==> config.mk <==
export PLATFORM = sky130hd
export DESIGN_NAME = debounce_pulse
export DESIGN_NICKNAME = d
export VERILOG_FILES = /design/src/rtl/debounce_pkg.sv /design/src/rtl/sync_2ff.sv /design/src/rtl/debounce_pulse.sv
export SDC_FILE = /design/constraint.sdc
export NUM_CORES = 1
export LEC_CHECK = 0
export BUFFER_PORTS_ARGS = -buffer_cell sky130_fd_sc_hd__buf_4
export CORE_MARGIN = 2
export CORE_UTILIZATION = 42
export CTS_CLUSTER_DIAMETER = 30
export DETAILED_ROUTE_END_ITERATION = 16
export SYNTH_ARGS = -nofsm -noshare
export SYNTH_HDL_FRONTEND = slang
export SYNTH_SLANG_ARGS = --single-unit
export TNS_END_PERCENT = 30
==> constraint.sdc <==
create_clock -name clock -period 3.7 [get_ports clock]
set_clock_uncertainty 0.05 [all_clocks]
set_input_delay 0.555 -clock clock [delete_from_list [all_inputs] [get_ports clock]]
set_output_delay 0.555 -clock clock [all_outputs]
set_load 0.03 [all_outputs]
==> src/rtl/debounce_pkg.sv <==
// Shared state encodings and default board timing (50 MHz clock) for the
// push-button debounce/auto-repeat conditioner.
package debounce_pkg;

    typedef logic [2:0] state_t;

    localparam state_t ST_IDLE            = 3'd0;
    localparam state_t ST_CONFIRM_PRESS   = 3'd1;
    localparam state_t ST_PRESSED         = 3'd2;
    localparam state_t ST_REPEAT          = 3'd3;
    localparam state_t ST_CONFIRM_RELEASE = 3'd4;

    // 1 ms debounce, 0.5 s to first repeat, then 10 repeats per second
    localparam int unsigned DEF_DEBOUNCE_CYCLES = 50000;
    localparam int unsigned DEF_REPEAT_DELAY    = 25000000;
    localparam int unsigned DEF_REPEAT_PERIOD   = 5000000;
    localparam int unsigned DEF_CNT_WIDTH       = 26;

endpackage

==> src/rtl/sync_2ff.sv <==
// Two-flop synchronizer for asynchronous board inputs, synchronous reset to 0.
module sync_2ff #(
    parameter int unsigned WIDTH = 1
) (
    input  logic             clock,
    input  logic             reset,
    input  logic [WIDTH-1:0] d_i,
    output logic [WIDTH-1:0] q_o
);

    logic [WIDTH-1:0] s1_q;
    logic [WIDTH-1:0] s2_q;

    always_ff @(posedge clock) begin
        if (reset) begin
            s1_q <= '0;
            s2_q <= '0;
        end else begin
            s1_q <= d_i;
            s2_q <= s1_q;
        end
    end

    assign q_o = s2_q;

endmodule

==> src/rtl/debounce_pulse.sv <==
// Push-button conditioner: synchronizes and debounces a raw button and emits
// single-cycle enable pulses, with optional auto-repeat while held.
module debounce_pulse
    import debounce_pkg::*;
#(
    parameter int unsigned DEBOUNCE_CYCLES = DEF_DEBOUNCE_CYCLES,
    parameter bit          REPEAT_EN       = 1'b1,
    parameter int unsigned REPEAT_DELAY    = DEF_REPEAT_DELAY,
    parameter int unsigned REPEAT_PERIOD   = DEF_REPEAT_PERIOD,
    parameter int unsigned CNT_WIDTH       = DEF_CNT_WIDTH
) (
    input  logic clock,
    input  logic reset,
    input  logic iButton,
    output logic oPulse,
    output logic oLevel,
    output logic oHeld
);

    localparam logic [CNT_WIDTH-1:0] DB_LAST  = CNT_WIDTH'(DEBOUNCE_CYCLES - 1);
    localparam logic [CNT_WIDTH-1:0] RD_LAST  = CNT_WIDTH'(REPEAT_DELAY - 1);
    localparam logic [CNT_WIDTH-1:0] RP_LAST  = CNT_WIDTH'(REPEAT_PERIOD - 1);
    localparam logic [CNT_WIDTH-1:0] CNT_ZERO = '0;
    localparam logic [CNT_WIDTH-1:0] CNT_ONE  = CNT_WIDTH'(1);

    logic                 btn_sync;
    state_t               state_q, state_d;
    logic [CNT_WIDTH-1:0] cnt_q, cnt_d;
    logic                 pulse_q, pulse_d;
    logic                 level_q, level_d;
    logic                 held_q, held_d;

    sync_2ff #(
        .WIDTH (1)
    ) u_sync (
        .clock (clock),
        .reset (reset),
        .d_i   (iButton),
        .q_o   (btn_sync)
    );

    // State, timer and output registers
    always_ff @(posedge clock) begin
        if (reset) begin
            state_q <= ST_IDLE;
            cnt_q   <= '0;
            pulse_q <= 1'b0;
            level_q <= 1'b0;
            held_q  <= 1'b0;
        end else begin
            state_q <= state_d;
            cnt_q   <= cnt_d;
            pulse_q <= pulse_d;
            level_q <= level_d;
            held_q  <= held_d;
        end
    end

    // Next state and timer; a change on the synchronized level beats a terminal count
    always_comb begin
        state_d = state_q;
        cnt_d   = cnt_q + CNT_ONE;
        unique case (state_q)
            ST_IDLE: begin
                cnt_d = CNT_ZERO;
                if (btn_sync) begin
                    state_d = ST_CONFIRM_PRESS;
                end
            end
            ST_CONFIRM_PRESS: begin
                if (!btn_sync) begin
                    state_d = ST_IDLE;
                    cnt_d   = CNT_ZERO;
                end else if (cnt_q == DB_LAST) begin
                    state_d = ST_PRESSED;
                    cnt_d   = CNT_ZERO;
                end
            end
            ST_PRESSED: begin
                if (!btn_sync) begin
                    state_d = ST_CONFIRM_RELEASE;
                    cnt_d   = CNT_ZERO;
                end else if (!REPEAT_EN) begin
                    cnt_d = cnt_q;
                end else if (cnt_q == RD_LAST) begin
                    state_d = ST_REPEAT;
                    cnt_d   = CNT_ZERO;
                end
            end
            ST_REPEAT: begin
                if (!btn_sync) begin
                    state_d = ST_CONFIRM_RELEASE;
                    cnt_d   = CNT_ZERO;
                end else if (cnt_q == RP_LAST) begin
                    cnt_d = CNT_ZERO;
                end
            end
            ST_CONFIRM_RELEASE: begin
                if (btn_sync) begin
                    state_d = ST_PRESSED;
                    cnt_d   = CNT_ZERO;
                end else if (cnt_q == DB_LAST) begin
                    state_d = ST_IDLE;
                    cnt_d   = CNT_ZERO;
                end
            end
            default: begin
                state_d = ST_IDLE;
                cnt_d   = CNT_ZERO;
            end
        endcase
    end

    // Registered outputs follow the state being entered
    always_comb begin
        pulse_d = 1'b0;
        level_d = 1'b0;
        held_d  = 1'b0;
        if ((state_q == ST_CONFIRM_PRESS) && (state_d == ST_PRESSED)) begin
            pulse_d = 1'b1;
        end
        if ((state_q == ST_PRESSED) && (state_d == ST_REPEAT)) begin
            pulse_d = 1'b1;
        end
        // A reload while staying in REPEAT marks a period boundary
        if ((state_q == ST_REPEAT) && (state_d == ST_REPEAT) && (cnt_d == CNT_ZERO)) begin
            pulse_d = 1'b1;
        end
        level_d = (state_d == ST_PRESSED) || (state_d == ST_REPEAT) ||
                  (state_d == ST_CONFIRM_RELEASE);
        held_d  = (state_d == ST_REPEAT);
    end

    assign oPulse = pulse_q;
    assign oLevel = level_q;
    assign oHeld  = held_q;

endmodule

Word level (Yosys, flattened, before mapping). Index checks and enable logic that the tools add are counted.

Equal/unequal tests: 10. Mux-type cells: 20. Add/subtract/negate cells: 1. Reduce and logical (&&, ||, !) cells: 8.

Operator list (number): $mux W26 (7); $pmux W26 S4 (1); $add A26 B1 Y26 const B (1); $eq A26 B16 Y1 const B (1); $eq A26 B23 Y1 const B (1); $eq A26 B25 Y1 const B (1); $logic_not A26 Y1 (1); $mux W3 (8); $pmux W3 S5 (1); $eq A3 B2 Y1 const B (4); $eq A3 B3 Y1 const B (2); $logic_and A1 B1 Y1 (4); $eq A3 B1 Y1 const B (1); $logic_not A3 Y1 (1); $mux W1 (3); $logic_or A1 B1 Y1 (2).

Input bits: 3. Flip-flop bits (word level): 34. Output and inout bits: 3.

Logic depth before layout (Yosys ltp).
Word-level depth: 9. Mapped depth: 10. Gate-level depth less buffers: 8.

Cells and area by module. A second synthesis with hierarchy kept.

Cells, all modules: 239. Area, all modules: 2094.5 um2.

Modules (own cells, without submodules): debounce_pulse (times used 1, seq. area each 640.6 um2, area an instance 2042.0 um2, cells each 235); sync_2ff (times used 1, seq. area each 40.0 um2, area an instance 52.6 um2, cells each 4).

Worst setup path before layout. OpenSTA, ideal clock, no wires.

Path type: register to register. From: register cnt_q[0]. To: register cnt_q[9]. Slack: 1.427 ns. Cell stages (with the launch flop): 11. Arrival time: 2.105 ns. Clock period less this slack: 2.273 ns. Setup time: 0.118 ns. Path through: dfxtp_1 > ha_1 > and4_4 > nand2_2 > or3_1 > o21bai_1 > a31oi_1 > or2_1 > buf_6 > buf_6 > nor2_1.

Word-level cells in the longest chain between the ends: 4. Elaborated cells on any way between the ends: 12.

RTL lines: from (decl) (line debounce_pulse.sv:28) `logic [CNT_WIDTH-1:0] cnt_q, cnt_d;`; from (signal assigned) (line debounce_pulse.sv:52) `cnt_q <= cnt_d;`; $add A26 B1 Y26, or another cell as far along (line debounce_pulse.sv:62) `cnt_d = cnt_q + CNT_ONE;`; $mux W26 (on tied branches) (2 in series); $pmux W26 S4 (*) (line debounce_pulse.sv:63) `unique case (state_q)`.

Mark *: on every way between the ends. The rest lies on a longest branch, timed or not. A chain may end at the register's enable or synchronous reset.

Final worst setup path.
From: register cnt_q[0]. To: register cnt_q[11].

Same word-level chain as after synthesis.

==> results.cfg <==
[status]
status = finished clean

[yosys]
synthAdderAreaFrac_pct = 0.6309
synth_compound_area_share_pct = 8.833
synth-seq-cells = 34
yosysSeqAreaShare_pct = 34.32
synth_top_family_by_area = simple AND/OR/NAND/NOR gates
syn_inst = 244
synthDominantCellAreaShare_pct = 34.32
synthArstFlopShare_pct = 0
synthesis.area_mm2 = 0.001983
synth_top_area_cell = dfxtp_1
ys_warn_count = 0
yosysUniqueCellTypes = 53
synthMuxAreaShare_pct = 0.5047
synth_ff_type = dfxtp_1
syn_avg_cell_area_um2 = 8.128
synth_xor_xnor_area_share_pct = 12.37
yosys.area_share.simple_pct = 37.03
synth_commonest_cells = nor2_1 (40), dfxtp_1 (34), xnor2_1 (18)
synth_area_leaders = dfxtp_1 (34%), xnor2_1 (7.9%), nor2_1 (7.6%)
synth_edf_count = 0
post-synth-top-count-cell = nor2_1
syn_nets = 248

[final_layout]
fillerInstances = 454
nets = 242
area_delta_synth_final_pct = 5.930
drive_gt1_share_pct = 10.04
multi_input_comb_area_mm2 = 0.001177
final_cells = 291
seq_area_um2 = 680.7
fin_util_pct = 47.27
diodes = 0

[hold_path]
hold_path_class = reg2reg

[timing]
finalCritPeriodShare_pct = 76.00
final-max-slew-violation-count = 0
finalHoldViolations = 0
setup_violations = 0
worst_pin_slew_ns = 0.5034
holdWs_ns = 0.3895
fin_crit_ns = 2.812
slew_headroom_pct = 66.13
rsz0062_at_grt = no
max_freq_mhz = 355.6
setup_tns_ns = 0

[floorplanning]
ios = 6
coreArea_mm2 = 0.004444
die_h_um = 72.72
dieArea_mm2 = 0.005287
initial_core_util_pct = 44.62
row_count = 24
die_x_um = 72.72

[grt]
grt_pass1_wl_um = 7355
track_usage_pct = 17.99
antenna_found_initial = 0
grt_pass1_vias = 1504
grt_remaining_overflow = 0
grt_max_degree = 17

[clock_tree]
cts.sinks = 34
clockBufferDepth = 2
numCtsBuffers = 5
cts_hold_buf = 0
cts.repair.resized = 0
cts.clk_slew.worst_paths_ns = 0.08
cts_tree = done
post_cts.repair.setup_buffers = 0
root_buffer = clkbuf_8
clk_latency_ns = 0.29
htreeDepth = 2

[critical_path]
slowest_stage = or3_1
crit_chain = ha_1 -> and4_4 -> nand2_2 -> or3_1 -> o21bai_1 -> a31oi_1 -> or2_1 -> buf_4 -> nor2_1
arrival_ns = 2.94
path_class = reg2reg
end_kind = flop
slowest_delay_ns = 0.42
r2r_slack_ns = 0.89
critPathMaxFanout = 16
cp-start-kind = flop
crit_required_ns = 3.83

[routing]
drt_iter0_markers = 208
wl_um = 4292
drc_errors = 0
post_drt_via_cell_ratio = 5.784
routedWlPerCell_um = 14.75
drt-pass1-iter-count = 5
ant_nets = 0
vias = 1683

[run]
cap_violations = 0

[placed_design]
io_buffers = 5
gp_congestion = 0.8537
dp_hpwl_um = 3037
place_inst = 283

[pwr]
power.leakage_nw = 0.6706
irDropWorstVdd_v = 0.0002202
power.density_mw_per_mm2 = 345.3
[sequential cells by signal (all words and copies together), names as in the netlist]
signal,count
cnt_q,26
oLevel,1
u_sync.q_o,1
state_q,3
u_sync.s1_q,1
oPulse,1
oHeld,1
[layout make-up]
| cell class | count | share of cell area (%) |
|---|---|---|
| Multi-Input combinational cell | 186 | 56.05 |
| Sequential cell | 34 | 32.40 |
| Clock buffer | 5 | 3.276 |
| Tap cell | 52 | 3.097 |
| Clock inverter | 3 | 2.144 |
| Timing Repair Buffer | 6 | 2.144 |
| Inverter | 5 | 0.8934 |
[where the power goes]
part | internal [W] | switching, W | total (W)
logic | 0.00000274 | 0.00000248 | 0.00000522
clock network | 0.000200 | 0.000152 | 0.000352
registers | 0.000367 | 0.00000136 | 0.000368
total | 0.000570 | 0.000155 | 0.000725
[metrics by stage]
| step | worst slack (ns) | power (W) | area (um2) |
|---|---|---|---|
| global placement | 0.9981 | 0.0003821 | 1987 |
| floorplan | 1.427 | 0.0003794 | 1983 |
| CTS | 0.8593 | 0.0007320 | 2101 |
| global route | 0.6281 | 0.0007461 | 2101 |
| finish | 0.8878 | 0.0007253 | 2101 |
| detailed placement | 0.8720 | 0.0003821 | 1987 |
[layer usage]
metal / GRT usage (%) / share of wire (%)
met4: 6.379 / 1.3
met2: 25.86 / 44
met5: 0 / 0
met1: 26.45 / 51
met3: 3.729 / 3.7
[path summary, 6_finish.rpt]
check / from / to / cells after the start
setup / recovery: cnt_q[0]$_SDFF_PP0_ / cnt_q[11]$_SDFF_PP0_ / 9
setup reg to reg: cnt_q[0]$_SDFF_PP0_ / cnt_q[11]$_SDFF_PP0_ / 9
hold reg to reg: u_sync.s1_q$_SDFF_PP0_ / u_sync.q_o$_SDFF_PP0_ / 1
hold / removal: u_sync.s1_q$_SDFF_PP0_ / u_sync.q_o$_SDFF_PP0_ / 1
[cell usage in the layout, fill, tap and decap left out, types with 3 or more instances in the layout]
master    instances
o21ai_0           5
and4_1            4
xor2_1           10
xnor2_1          18
buf_4             6
and3_1            5
clkbuf_8          5
nand2_1          12
nor2b_1           6
nor2_1           40
nand4_1           8
a21oi_1           4
inv_1             5
nand3_1          17
nor4_1            4
dfxtp_1          34
or3_1             3
nor4b_1           4
nor3_1           11
[critical path, delay by kind of cell (launching register included)]
kind	cells	cell delay [ns]
AO/OA/AOI/OAI	2	0.40
adder cells (fa/ha/maj)	1	0.31
buffers and inverters	1	0.31
flip-flops	1	0.41
AND/OR/NAND/NOR	5	1.22
[kinds of logic after synthesis]
family	after synthesis
and+or+nand+nor	131
DFF	34
xor gates and xnor gates	28
AOI/OAI and AO/OA	25
buffers and inverters	24
muxes	1
adders and majority gates	1
(Power assumes the default switching activity.)
